==> config.mk <==
export PLATFORM = sky130hd
export DESIGN_NAME = pe_tile_sequencer
export DESIGN_NICKNAME = d
export VERILOG_FILES = /design/src/rtl/pe_tile_sequencer.sv
export SDC_FILE = /design/constraint.sdc
export NUM_CORES = 1
export LEC_CHECK = 0
export BUFFER_PORTS_ARGS = -buffer_cell sky130_fd_sc_hd__buf_4
export CAP_MARGIN = 15
export CORE_MARGIN = 5
export CORE_UTILIZATION = 30
export CTS_CLUSTER_SIZE = 30
export DETAILED_ROUTE_END_ITERATION = 12
export PLACE_DENSITY = 0.61
export SLEW_MARGIN = 20
export SYNTH_ARGS = -nofsm -noshare
export SYNTH_HDL_FRONTEND = slang
export SYNTH_SLANG_ARGS = --single-unit
==> constraint.sdc <==
create_clock -name clk -period 2.15 [get_ports clk]
set_clock_uncertainty 0.1 [all_clocks]
set_input_delay 0.1075 -clock clk [delete_from_list [all_inputs] [get_ports clk]]
set_output_delay 0.1075 -clock clk [all_outputs]
set_load 0.02 [all_outputs]
==> src/rtl/pe_tile_sequencer.sv <==
// Tile-level sequencer for one PE group: weight preload, concurrent input/partial-sum
// streaming and result write counting per tile. Optional counters under PE_SEQ_PERF_EN.
module pe_tile_sequencer #(
  parameter int unsigned          AddrWidth      = 16,
  parameter int unsigned          TileCountWidth = 8,
  parameter int unsigned          W_Words        = 16,
  parameter int unsigned          I_Words        = 19,
  parameter int unsigned          O_In_Words     = 4,
  parameter int unsigned          O_Out_Words    = 4,
  parameter logic [AddrWidth-1:0] W_Base         = '0,
  parameter logic [AddrWidth-1:0] I_Base         = '0,
  parameter logic [AddrWidth-1:0] O_Base         = '0
) (
  input  logic                      clk,
  input  logic                      aclr,
  input  logic                      start,
  input  logic [TileCountWidth-1:0] num_tiles,
  output logic                      busy,
  output logic                      done,
  output logic                      err,
  output logic [TileCountWidth-1:0] tile_idx,
  output logic                      w_addr_valid,
  input  logic                      w_addr_rdy,
  output logic [AddrWidth-1:0]      w_addr,
  output logic                      i_addr_valid,
  input  logic                      i_addr_rdy,
  output logic [AddrWidth-1:0]      i_addr,
  output logic                      o_addr_valid,
  input  logic                      o_addr_rdy,
  output logic [AddrWidth-1:0]      o_addr,
`ifdef PE_SEQ_PERF_EN
  output logic [31:0]               perf_cycles,
  output logic [31:0]               perf_stall,
`endif
  input  logic                      o_wr_fire,
  output logic [AddrWidth-1:0]      o_wr_addr
);

  localparam int unsigned WCntW  = $clog2(W_Words + 1);
  localparam int unsigned ICntW  = $clog2(I_Words + 1);
  localparam int unsigned OCntW  = $clog2(O_In_Words + 1);
  localparam int unsigned WrCntW = $clog2(O_Out_Words + 1);

  typedef enum logic [1:0] {
    IDLE   = 2'd0,
    LOAD_W = 2'd1,
    STREAM = 2'd2,
    FIN    = 2'd3
  } state_e;

  state_e                    state_q, state_d;
  logic                      busy_q, busy_d, done_q, done_d, err_q, err_d;
  logic [TileCountWidth-1:0] tile_idx_q, tile_idx_d, num_tiles_q, num_tiles_d;
  logic                      w_valid_q, w_valid_d, i_valid_q, i_valid_d, o_valid_q, o_valid_d;
  logic [AddrWidth-1:0]      w_ptr_q, w_ptr_d, i_ptr_q, i_ptr_d;
  logic [AddrWidth-1:0]      o_ptr_q, o_ptr_d, o_wr_ptr_q, o_wr_ptr_d;
  logic [WCntW-1:0]          w_cnt_q, w_cnt_d;
  logic [ICntW-1:0]          i_cnt_q, i_cnt_d;
  logic [OCntW-1:0]          o_cnt_q, o_cnt_d;
  logic [WrCntW-1:0]         wr_cnt_q, wr_cnt_d;
  logic                      tile_complete;

  assign tile_complete = (i_cnt_q == ICntW'(I_Words)) && (o_cnt_q == OCntW'(O_In_Words)) &&
                         (wr_cnt_q == WrCntW'(O_Out_Words));

  // Next-state and datapath updates
  always_comb begin
    state_d     = state_q;
    busy_d      = busy_q;
    done_d      = 1'b0;
    err_d       = err_q;
    tile_idx_d  = tile_idx_q;
    num_tiles_d = num_tiles_q;
    w_valid_d   = w_valid_q;
    i_valid_d   = i_valid_q;
    o_valid_d   = o_valid_q;
    w_ptr_d     = w_ptr_q;
    i_ptr_d     = i_ptr_q;
    o_ptr_d     = o_ptr_q;
    o_wr_ptr_d  = o_wr_ptr_q;
    w_cnt_d     = w_cnt_q;
    i_cnt_d     = i_cnt_q;
    o_cnt_d     = o_cnt_q;
    wr_cnt_d    = wr_cnt_q;

    case (state_q)
      IDLE: begin
        if (start) begin
          err_d = 1'b0;
          if (num_tiles != '0) begin
            state_d     = LOAD_W;
            busy_d      = 1'b1;
            w_valid_d   = 1'b1;
            num_tiles_d = num_tiles;
            tile_idx_d  = '0;
            w_ptr_d     = W_Base;
            i_ptr_d     = I_Base;
            o_ptr_d     = O_Base;
            o_wr_ptr_d  = O_Base;
            w_cnt_d     = '0;
            i_cnt_d     = '0;
            o_cnt_d     = '0;
            wr_cnt_d    = '0;
          end else begin
            done_d = 1'b1;
          end
        end
      end
      LOAD_W: begin
        if (w_valid_q && w_addr_rdy) begin
          w_ptr_d = w_ptr_q + AddrWidth'(1);
          w_cnt_d = w_cnt_q + WCntW'(1);
          if (w_cnt_q == WCntW'(W_Words - 1)) begin
            w_valid_d = 1'b0;
            i_valid_d = 1'b1;
            o_valid_d = 1'b1;
            state_d   = STREAM;
          end
        end
      end
      STREAM: begin
        if (i_valid_q && i_addr_rdy) begin
          i_ptr_d = i_ptr_q + AddrWidth'(1);
          i_cnt_d = i_cnt_q + ICntW'(1);
          if (i_cnt_q == ICntW'(I_Words - 1)) i_valid_d = 1'b0;
        end
        if (o_valid_q && o_addr_rdy) begin
          o_ptr_d = o_ptr_q + AddrWidth'(1);
          o_cnt_d = o_cnt_q + OCntW'(1);
          if (o_cnt_q == OCntW'(O_In_Words - 1)) o_valid_d = 1'b0;
        end
        // A surplus result write is flagged and dropped
        if (o_wr_fire) begin
          if (wr_cnt_q == WrCntW'(O_Out_Words)) begin
            err_d = 1'b1;
          end else begin
            o_wr_ptr_d = o_wr_ptr_q + AddrWidth'(1);
            wr_cnt_d   = wr_cnt_q + WrCntW'(1);
          end
        end
        if (tile_complete) begin
          if (tile_idx_q == num_tiles_q - TileCountWidth'(1)) begin
            state_d = FIN;
            done_d  = 1'b1;
          end else begin
            state_d    = LOAD_W;
            tile_idx_d = tile_idx_q + TileCountWidth'(1);
            w_valid_d  = 1'b1;
            w_cnt_d    = '0;
            i_cnt_d    = '0;
            o_cnt_d    = '0;
            wr_cnt_d   = '0;
          end
        end
      end
      FIN: begin
        state_d = IDLE;
        busy_d  = 1'b0;
      end
      default: state_d = IDLE;
    endcase

    if (o_wr_fire && (state_q != STREAM)) err_d = 1'b1;
  end

  always_ff @(posedge clk) begin
    if (aclr) begin
      state_q     <= IDLE;
      busy_q      <= 1'b0;
      done_q      <= 1'b0;
      err_q       <= 1'b0;
      tile_idx_q  <= '0;
      num_tiles_q <= '0;
      w_valid_q   <= 1'b0;
      i_valid_q   <= 1'b0;
      o_valid_q   <= 1'b0;
      w_ptr_q     <= W_Base;
      i_ptr_q     <= I_Base;
      o_ptr_q     <= O_Base;
      o_wr_ptr_q  <= O_Base;
      w_cnt_q     <= '0;
      i_cnt_q     <= '0;
      o_cnt_q     <= '0;
      wr_cnt_q    <= '0;
    end else begin
      state_q     <= state_d;
      busy_q      <= busy_d;
      done_q      <= done_d;
      err_q       <= err_d;
      tile_idx_q  <= tile_idx_d;
      num_tiles_q <= num_tiles_d;
      w_valid_q   <= w_valid_d;
      i_valid_q   <= i_valid_d;
      o_valid_q   <= o_valid_d;
      w_ptr_q     <= w_ptr_d;
      i_ptr_q     <= i_ptr_d;
      o_ptr_q     <= o_ptr_d;
      o_wr_ptr_q  <= o_wr_ptr_d;
      w_cnt_q     <= w_cnt_d;
      i_cnt_q     <= i_cnt_d;
      o_cnt_q     <= o_cnt_d;
      wr_cnt_q    <= wr_cnt_d;
    end
  end

  assign busy         = busy_q;
  assign done         = done_q;
  assign err          = err_q;
  assign tile_idx     = tile_idx_q;
  assign w_addr_valid = w_valid_q;
  assign i_addr_valid = i_valid_q;
  assign o_addr_valid = o_valid_q;
  assign w_addr       = w_ptr_q;
  assign i_addr       = i_ptr_q;
  assign o_addr       = o_ptr_q;
  assign o_wr_addr    = o_wr_ptr_q;

`ifdef PE_SEQ_PERF_EN
  logic [31:0] perf_cycles_q, perf_cycles_d, perf_stall_q, perf_stall_d;
  logic        stall_c;

  assign stall_c = (w_valid_q && !w_addr_rdy) || (i_valid_q && !i_addr_rdy) ||
                   (o_valid_q && !o_addr_rdy);

  // Saturating busy/stall counters, cleared by a start accepted in IDLE
  always_comb begin
    perf_cycles_d = perf_cycles_q;
    perf_stall_d  = perf_stall_q;
    if (busy_q && (perf_cycles_q != '1)) perf_cycles_d = perf_cycles_q + 32'd1;
    if (stall_c && (perf_stall_q != '1)) perf_stall_d = perf_stall_q + 32'd1;
    if ((state_q == IDLE) && start) begin
      perf_cycles_d = '0;
      perf_stall_d  = '0;
    end
  end

  always_ff @(posedge clk) begin
    if (aclr) begin
      perf_cycles_q <= '0;
      perf_stall_q  <= '0;
    end else begin
      perf_cycles_q <= perf_cycles_d;
      perf_stall_q  <= perf_stall_d;
    end
  end

  assign perf_cycles = perf_cycles_q;
  assign perf_stall  = perf_stall_q;
`endif

endmodule

==> results of run 1 <==
## synth_stat cells (all sizes together)
cell type	count
a2111oi	4
nor2	90
inv	26
clkbuf	19
or4	4
o211a	1
o21ai	21
buf	10
or3	12
a21oi	33
a22oi	3
ha	15
nand2	46
mux2i	9
a211oi	6
xnor2	42
nor3	45
or2	3
and4	3
o32ai	2
o31ai	1
and2	1
a41oi	1
o211ai	6
xor2	21
mux2	1
o41ai	1
a31oi	2
nor4	6
a211o	3
nand3	40
and3	8
o21bai	1
dfxtp	104
nand2b	4
or3b	1
o31a	2
nand4	23
a21o	4
nand3b	1
## logic make-up after synthesis
family / after synthesis / synth area share, %
DFF: 104 / 40.50
and+or+nand+nor: 287 / 26.97
adders and majority gates: 15 / 3.651
xor gates and xnor gates: 63 / 10.73
muxes: 10 / 1.971
AOI/OAI and AO/OA: 91 / 11.85
buffers and inverters: 55 / 4.332
## area by class of cell
class	count	area (um^2)	share of cell area [%]
multi-input combinational	466	3067	43.17
inverter	26	100.1	1.409
tap	220	275.3	3.875
timing repair buffer	160	1300	18.30
sequential	104	2090	29.41
clock inverter	2	15.01	0.2113
clock buffer	12	257.7	3.628
## worst max-delay path: cells and delay by family (launching register included)
kind / cells / cell delay [ns]
buffers and inverters: 2 / 0.19
DFF: 1 / 0.36
xor gates and xnor gates: 1 / 0.12
and+or+nand+nor: 2 / 0.70
adders and majority gates: 1 / 0.17
AOI/OAI and AO/OA: 3 / 0.49
## power by group
part / total, uW / switching, uW / internal, uW
logic: 512 / 290 / 222
registers: 1980 / 26.8 / 1950
clock network: 1570 / 724 / 845
## registers in the layout, indices dropped and copies added (netlist names)
signal and flops:
w_cnt_q 5, o_addr_valid 1, o_wr_addr 16, state_q 2, tile_idx 8, wr_cnt_q 3, busy 1, i_addr 16
o_cnt_q 3, w_addr 16, num_tiles_q 8, o_addr 16, i_cnt_q 5, err 1, done 1, w_addr_valid 1
i_addr_valid 1
## repair_timing
item | CTS | global route
cloned | 0 | 2
setup buffers | 2 | 6
hold buffers | 9 | 0
gates resized for setup | 9 | 53
endpoints found under the hold margin | 9 | 0
setup endpoints to repair | 13 | 28
pin swaps | 1 | 27
## routing by layer
metal  share of wire [%]  vias up
met1                  47     2279
met3                 4.4       15
li1                    -     2466
met2                  47      101
met5                   0        -
met4                 1.1        0
## worst max path at each step
stage                               end  slack [ns]  cells after the start
5_1_grt        tile_idx[6]$_SDFFE_PP0P_       -0.15                      9
6_report       tile_idx[7]$_SDFFE_PP0P_       -0.03                      9
4_1_cts        tile_idx[7]$_SDFFE_PP0P_      -0.009                      9
3_5_place_dp   wr_cnt_q[2]$_SDFFE_PP0P_       -0.06                      9
3_3_place_gp   tile_idx[7]$_SDFFE_PP0P_      -0.006                      9
2_1_floorplan  tile_idx[7]$_SDFFE_PP0P_       -0.06                     10
## metrics by stage
stage                     utilization [%]  total power, uW
after floorplan                         -             2268
after global placement              38.49             2441
after detailed placement            38.49             2446
after CTS                           40.96             4032
after global routing                42.54             4231
final                               42.54             4057
==> impl_metrics.toml, run 1 <==
[run_status]
status = "finished with violations"
violations = "setup timing"

[route]
post_drt_via_cell_ratio = 4.910
wl_mm = 14.25
antenna_left = 0
dr.pass1.iters = 4
drc_errors = 0
dr_total_vias = 4861
wl_per_cell_um = 14.40
drt-initial-drc-count = 319

[clocking]
clockBufferDepth = 2
root_buffer = "clkbuf_16"
clock_latency_ns = 0.35
cts_tree = "done"
htreeDepth = 3
cts_made_buffers = 9
cts.sink_count = 104
clkTransAtPathRegs_ns = 0.07

[sta]
final_hold_viol_count = 0
min_period_ns = 2.175
whs_ns = 0.08854
worst_slew_pin_slew_ns = 0.5208
relSlewSlack_pct = 65.28
fmax_mhz = 459.7
maxSlewViolCount = 0
rsz0062_at_grt = "yes"
tns_ns = -0.03831
setup_slack_ns = -0.02529
post-route-period-util_pct = 101.2
setup_viol = 2

[yosys]
ys_ff_latch = 104
syn_area_per_cell_um2 = 8.226
synth_cell_types = 53
synth_cells = 625
yosysTopAreaCell = "dfxtp_1"
synth_top_area_share_pct = 40.50
synth_area_leaders = "dfxtp_1, xnor2_1, nor2_1"
yosysWarnings = 0
ys_seq_area_share_pct = 40.50
syn_nets = 655
syn_area_um2 = 5141

[floorplan]
core_um2 = 16700
initial_core_util_pct = 30.78
rows = 47
die_area_um2 = 19860
io_pins = 93
fp.dieW_um = 140.9
die_h_um = 140.9

[place]
io_buffers = 92
place_inst = 958
hpwl_mm = 10.19
gp_congestion = 0.8373
placement.setup.worst_slack_ns = -0.06240
place_area_um2 = 6427

[worst_setup_path]
cp-end-kind = "flop"
r2r_slack_ns = -0.03
timing.rr.end = "tile_idx[7]$_SDFFE_PP0P_"
r2r_cells = 9
path_cells = "inv_4 -> ha_4 -> xnor2_1 -> and4_1 -> a41oi_2 -> a211oi_4 -> buf_6 -> or4_4 -> a21oi_2"
critPathMaxStageDelay_ns = 0.53
required_ns = 2.35
r2r-start = "num_tiles_q[0]$_SDFFE_PP0P_"
critical_path_class = "reg2reg"
cp_max_fo = 7
startpoint_type = "flop"
cp_data_arrival_time_ns = 2.37
startpoint = "num_tiles_q[0]$_SDFFE_PP0P_"
cp_slowest_cell = "or4_4"

[cells_and_area]
final_cells = 990
final_common_cell = "buf_4"
layout.nets = 797
drive_gt1_share_pct = 28.44
area_growth_pct = 38.18
postLayoutCellArea_um2 = 7104
filler_cell_count = 1728
n_antenna_cell = 0
mostFrequentLayoutCells = "buf_4, dfxtp_1, nor2_1"

[grt]
grt_remaining_overflow = 0
grt_max_degree = 41
first_global_vias = 4503
grt_pass1_wl_mm = 22.77
gr-usage-met2_pct = 21.75
grt_use_total_pct = 13.85
grtUsageMet1_pct = 19.25
antenna_found_initial = 0
top_usage_layer = "met2"
use_met3_pct = 2.980

[pwr]
p_per_area_nw_per_um2 = 571.0
leakage_uw = 0.002647
max-vdd-ir-drop_uv = 384.7

[worst_hold_path]
hp-class = "in2reg"
min_to = "o_addr[0]$_SDFFE_PP0P_"
hold_depth = 5
min-delay-start = "o_addr_rdy"

[run]
drv_cap = 0
Note: power is estimated with default switching activity, not from simulation.
==> inputs of run 2 (changes only) <==
CORE_MARGIN = unset   (was 5)
CORE_UTILIZATION = 45   (was 30)
PLACE_DENSITY = 0.8   (was 0.61)
SETUP_SLACK_MARGIN = 0.2   (was unset)
==> impl_metrics.toml, run 2 (synthesized netlist as in run 1, its figures left out) <==
[run_status]
status = "finished with violations"
violations = "setup timing"

[run]
drv_cap = 0

[clocking]
clockBufferDepth = 2
htreeDepth = 3
cts_tree = "done"
cts_made_buffers = 9
clock_latency_ns = 0.35
root_buffer = "clkbuf_16"
cts.sink_count = 104
clkTransAtPathRegs_ns = 0.07

[floorplan]
io_pins = 93
initial_core_util_pct = 46.81
die_area_um2 = 11860
fp.dieW_um = 108.9
core_um2 = 10980
rows = 38
die_h_um = 108.9

[route]
dr.pass1.iters = 7
antenna_left = 0
wl_mm = 14.79
post_drt_via_cell_ratio = 5.706
wl_per_cell_um = 16.20
drc_errors = 0
dr_total_vias = 5210
drt-initial-drc-count = 449

[grt]
grt_remaining_overflow = 0
grt_max_degree = 41
antenna_found_initial = 0
first_global_vias = 4886
grt_pass1_wl_mm = 22.51
grt_use_total_pct = 23.94

[worst_setup_path]
critPathMaxStageDelay_ns = 0.51
startpoint_type = "flop"
path_cells = "inv_2 -> ha_2 -> nand3_2 -> o31a_1 -> buf_4 -> a211o_4 -> or4_1 -> a21oi_1"
required_ns = 2.33
cp_max_fo = 3
critical_path_buf_inv_count = 2
cp-end-kind = "flop"
critical_path_class = "reg2reg"
crit_family = "compound AO/OA/AOI/OAI gates"
cp_slowest_cell = "or4_1"
cp_data_arrival_time_ns = 2.48

[sta]
min_period_ns = 2.300
final_hold_viol_count = 0
relSlewSlack_pct = 65.16
post-route-period-util_pct = 107.0
rsz0062_at_grt = "yes"
fmax_mhz = 434.9
worst_slew_pin_slew_ns = 0.5226
maxSlewViolCount = 0
setup_slack_ns = -0.1495
setup_viol = 18

[pwr]
leakage_uw = 0.002702
total_power_uw = 4096
p_per_area_nw_per_um2 = 577.6
max-vdd-ir-drop_uv = 546.1

[place]
io_buffers = 92
hpwl_mm = 9.683
gp_congestion = 0.8849
placement.setup.worst_slack_ns = -0.06950

[cells_and_area]
mostFrequentLayoutCells = "buf_4, dfxtp_1, nor2_1"
filler_cell_count = 857
final_common_cell = "buf_4"
n_antenna_cell = 0
layout.nets = 798
area_growth_pct = 37.92
drive_gt1_share_pct = 30.92
final_core_util_pct = 64.56

[worst_hold_path]
hp-class = "in2reg"
-- run 2: path summary, 6_finish.rpt --
path                                              start                        to  slack (ns)  cells after the start
worst min register to register   i_addr[0]$_SDFFE_PP0P_    i_addr[0]$_SDFFE_PP0P_        0.39                      1
worst max-delay path            o_cnt_q[0]$_SDFFE_PP0P_  tile_idx[7]$_SDFFE_PP0P_       -0.15                      8
worst max register to register  o_cnt_q[0]$_SDFFE_PP0P_  tile_idx[7]$_SDFFE_PP0P_       -0.15                      8
worst min-delay path                         o_addr_rdy    o_addr[0]$_SDFFE_PP0P_        0.08                      5
-- run 2: per-stage QoR --
| step | hold slack [ns] | instance area [um^2] | TNS, ns | cells |
|---|---|---|---|---|
| 6_report | 0.08338 | 7091 | -0.7019 | 913 |
| 5_1_grt | 0.1316 | 7091 | -2.478 | 913 |
| 4_1_cts | 0.07891 | 6875 | -0.06841 | 903 |
| 3_5_place_dp | 0.2671 | 6274 | -0.2242 | 867 |
| 3_3_place_gp | 0.2430 | 6274 | 0 | 867 |
| 2_1_floorplan | 0.1449 | 5209 | -0.01861 | 625 |
-- run 2: cell type report --
class / count / area [um^2] / share of cell area (%)
inverter: 26 / 100.1 / 1.412
tap: 140 / 175.2 / 2.470
clock buffer: 12 / 266.5 / 3.759
clock inverter: 4 / 27.53 / 0.3882
multi-input combinational: 466 / 3124 / 44.06
timing repair buffer: 161 / 1297 / 18.30
sequential: 104 / 2100 / 29.61
-- run 2: metal layers --
layer	part of all wire, %	routed length (um)	GRT usage [%]	vias to the layer above
met3	5.8	855	5.081	50
met4	3.0	448	9.556	0
met2	51	7566	41.55	225
met5	0	0	0	-
met1	40	5920	28.62	2473
li1	-	-	-	2462
-- run 2: what timing repair did --
item,in CTS,in global routing
endpoints found under the hold margin,9,0
setup endpoints to repair,36,92
gates resized for setup,30,38
buffers inserted,8,10
gates cloned,3,0
hold buffers,9,0
pin swaps,17,19
-- run 2: worst min-delay path, stage by stage --
cell,delay (ns)
buf_4,0.12
nand2_1,0.07
nor3_1,0.05
a21oi_1,0.10
nor2_1,0.04
-- run 2: where the power goes --
group / total, uW / leakage (uW) / switching, uW / internal (uW)
Combinational: 512 / 0.00171 / 294 / 218
Clock: 1610 / 0.000149 / 726 / 881
Sequential: 1980 / 0.000846 / 26.4 / 1950
Total: 4100 / 0.00270 / 1050 / 3050
==> inputs of run 3 (changes only) <==
ABC_AREA = 1   (was unset)
CORE_MARGIN = 3   (was unset)
PLACE_DENSITY = 0.79   (was 0.8)
==> impl_metrics.toml, run 3 <==
[run_status]
status = "complete, no violations"

[clocking]
root_buffer = "clkbuf_16"
clockBufferDepth = 2
cts_made_buffers = 9
cts_tree = "done"
cts.sink_count = 104
htreeDepth = 3
clkTransAtPathRegs_ns = 0.07
clock_latency_ns = 0.35

[sta]
relSlewSlack_pct = 57.64
final_hold_viol_count = 0
min_period_ns = 1.995
rsz0062_at_grt = "yes"
maxSlewViolCount = 0
fmax_mhz = 501.3
whs_ns = 0.05390
setup_viol = 0
worst_slew_pin_slew_ns = 0.6354
post-route-period-util_pct = 92.78
tns_ns = 0

[floorplan]
die_area_um2 = 14480
die_h_um = 120.3
core_um2 = 12720
fp.dieW_um = 120.3
initial_core_util_pct = 46.23
rows = 41
io_pins = 93

[grt]
grt_max_degree = 55
grt_pass1_wl_mm = 25.99
first_global_vias = 5642
grt_use_total_pct = 21.64
antenna_found_initial = 0
grt_remaining_overflow = 0

[place]
hpwl_mm = 10.96
gp_congestion = 0.9090
io_buffers = 92

[cells_and_area]
filler_cell_count = 1194
n_antenna_cell = 0
layout.nets = 1016
final_common_cell = "nand2_1"
mostFrequentLayoutCells = "nand2_1, buf_4, nor2_1"
drive_gt1_share_pct = 21.72
area_growth_pct = 28.02

[yosys]
yosys-top-cells-count = "nand2_1, nor2_1, dfxtp_1"
ys_ff_latch = 104
ys_async_sr_fraction_pct = 0
yosysWarnings = 0
synth_top_area_share_pct = 35.40
ys_seq_area_share_pct = 35.40
synth_cells = 863
ys.flop_type = "dfxtp_1"
synth_edf_count = 0
yosysMostFrequentCell = "nand2_1"
syn_nets = 893
yosysTopAreaCell = "dfxtp_1"
syn_area_per_cell_um2 = 6.816
synth_cell_types = 45
syn_area_um2 = 5882
synth_area_leaders = "dfxtp_1, nand2_1, nor2_1"

[route]
post_drt_via_cell_ratio = 5.287
dr.pass1.iters = 5
wl_per_cell_um = 13.71
drc_errors = 0
drt-initial-drc-count = 452
wl_mm = 15.94
dr_total_vias = 6143
antenna_left = 0

[worst_setup_path]
path_common_cell = "nor2_1"
critical_path_class = "reg2reg"
cp-end-kind = "flop"
critPathMaxStageDelay_ns = 0.35
cp_max_fo = 6
cp_data_arrival_time_ns = 2.11
required_ns = 2.27
startpoint_type = "flop"
cp_slowest_cell = "dfxtp_2"
path_cells = "inv_2 -> ha_4 -> nor2_1 -> inv_1 -> nand3_1 -> nor2_1 -> nand3_1 -> nor2_1 -> nand3_2 -> buf_6 -> buf_6 -> nand4_1 -> a21oi_1"

[worst_hold_path]
hp-class = "in2reg"

[run]
drv_cap = 0

[pwr]
max-vdd-ir-drop_uv = 356.9
p_per_area_nw_per_um2 = 691.3
leakage_uw = 0.002999
## run 3: cell count changes in the layout (fill, tap and decap cells not counted), sizes merged, moves of 7 or more
cell,before,now
a21oi,33,79
and3,8,1
buf,152,127
inv,26,96
mux2i,9,0
nand2,46,172
nand3,40,66
nand4,23,33
nor2,90,118
o21ai,21,34
or3,12,0
xnor2,42,6
xor2,21,28
## run 3: final timing paths
path	startpoint	end	slack, ns	cells past startpoint
max	num_tiles_q[1]$_SDFFE_PP0P_	w_cnt_q[1]$_SDFFE_PP0P_	0.16	13
min	o_addr_rdy	o_cnt_q[2]$_SDFFE_PP0P_	0.05	4
min reg2reg	busy$_SDFFE_PP0P_	busy$_SDFFE_PP0P_	0.39	2
max reg2reg	num_tiles_q[1]$_SDFFE_PP0P_	w_cnt_q[1]$_SDFFE_PP0P_	0.16	13
## run 3: cells by family after synthesis
group	share of synthesized area [%]
and+or+nand+nor	35.84
AOI/OAI and AO/OA	12.02
buffers and inverters	8.487
DFF	35.40
xor gates and xnor gates	5.063
adders and majority gates	3.191
## run 3: through the flow
| step | utilization [%] | instance area [um^2] | power (uW) | std cells | setup WS (ns) |
|---|---|---|---|---|---|
| after floorplan | - | 5882 | 3040 | 863 | 0.2521 |
| after global placement | 53.79 | 6843 | 3390 | 1127 | 0.1005 |
| after detailed placement | 53.79 | 6843 | 3404 | 1127 | 0.03225 |
| after CTS | 58.01 | 7380 | 5124 | 1159 | 0.1528 |
| after global routing | 59.19 | 7530 | 5467 | 1162 | 0.04216 |
| final | 59.19 | 7530 | 5205 | 1162 | 0.1551 |
## run 3: area by class of cell
class / count / area [um^2] / share of cell area, %
clock buffer: 11 / 242.7 / 3.224
clock inverter: 4 / 45.04 / 0.5982
timing repair buffer: 137 / 1084 / 14.39
multi-input combinational: 637 / 3487 / 46.31
tap: 172 / 215.2 / 2.858
inverter: 97 / 366.6 / 4.869
sequential: 104 / 2090 / 27.75
## run 3: routing by layer
| metal | wire (um) | track usage [%] |
|---|---|---|
| met5 | 0 | 0 |
| met4 | 250 | 6.303 |
| met3 | 844 | 5.192 |
| met2 | 7724 | 36.46 |
| met1 | 7115 | 27.67 |
## run 3: where the power goes
group          total, uW  switching [uW]  internal [uW]
Combinational       1450             935            513
Clock               1640             718            923
Sequential          2120            97.0           2020
Total               5210            1750           3450
## run 3: what timing repair did
action / in CTS / in global routing
hold buffers: 10 / 0
hold endpoints to repair: 10 / 0
pin swaps: 9 / 17
resized for setup: 26 / 39
endpoints found under the setup margin: 34 / 49
setup buffers: 7 / 3
## run 3: critical path: cells and delay by family (launching register included)
kind	cells	cell delay (ns)
buffers and inverters	4	0.43
AO/OA/AOI/OAI	1	0.06
adder cells (fa/ha/maj)	1	0.26
AND/OR/NAND/NOR	7	0.65
flip-flops	1	0.35
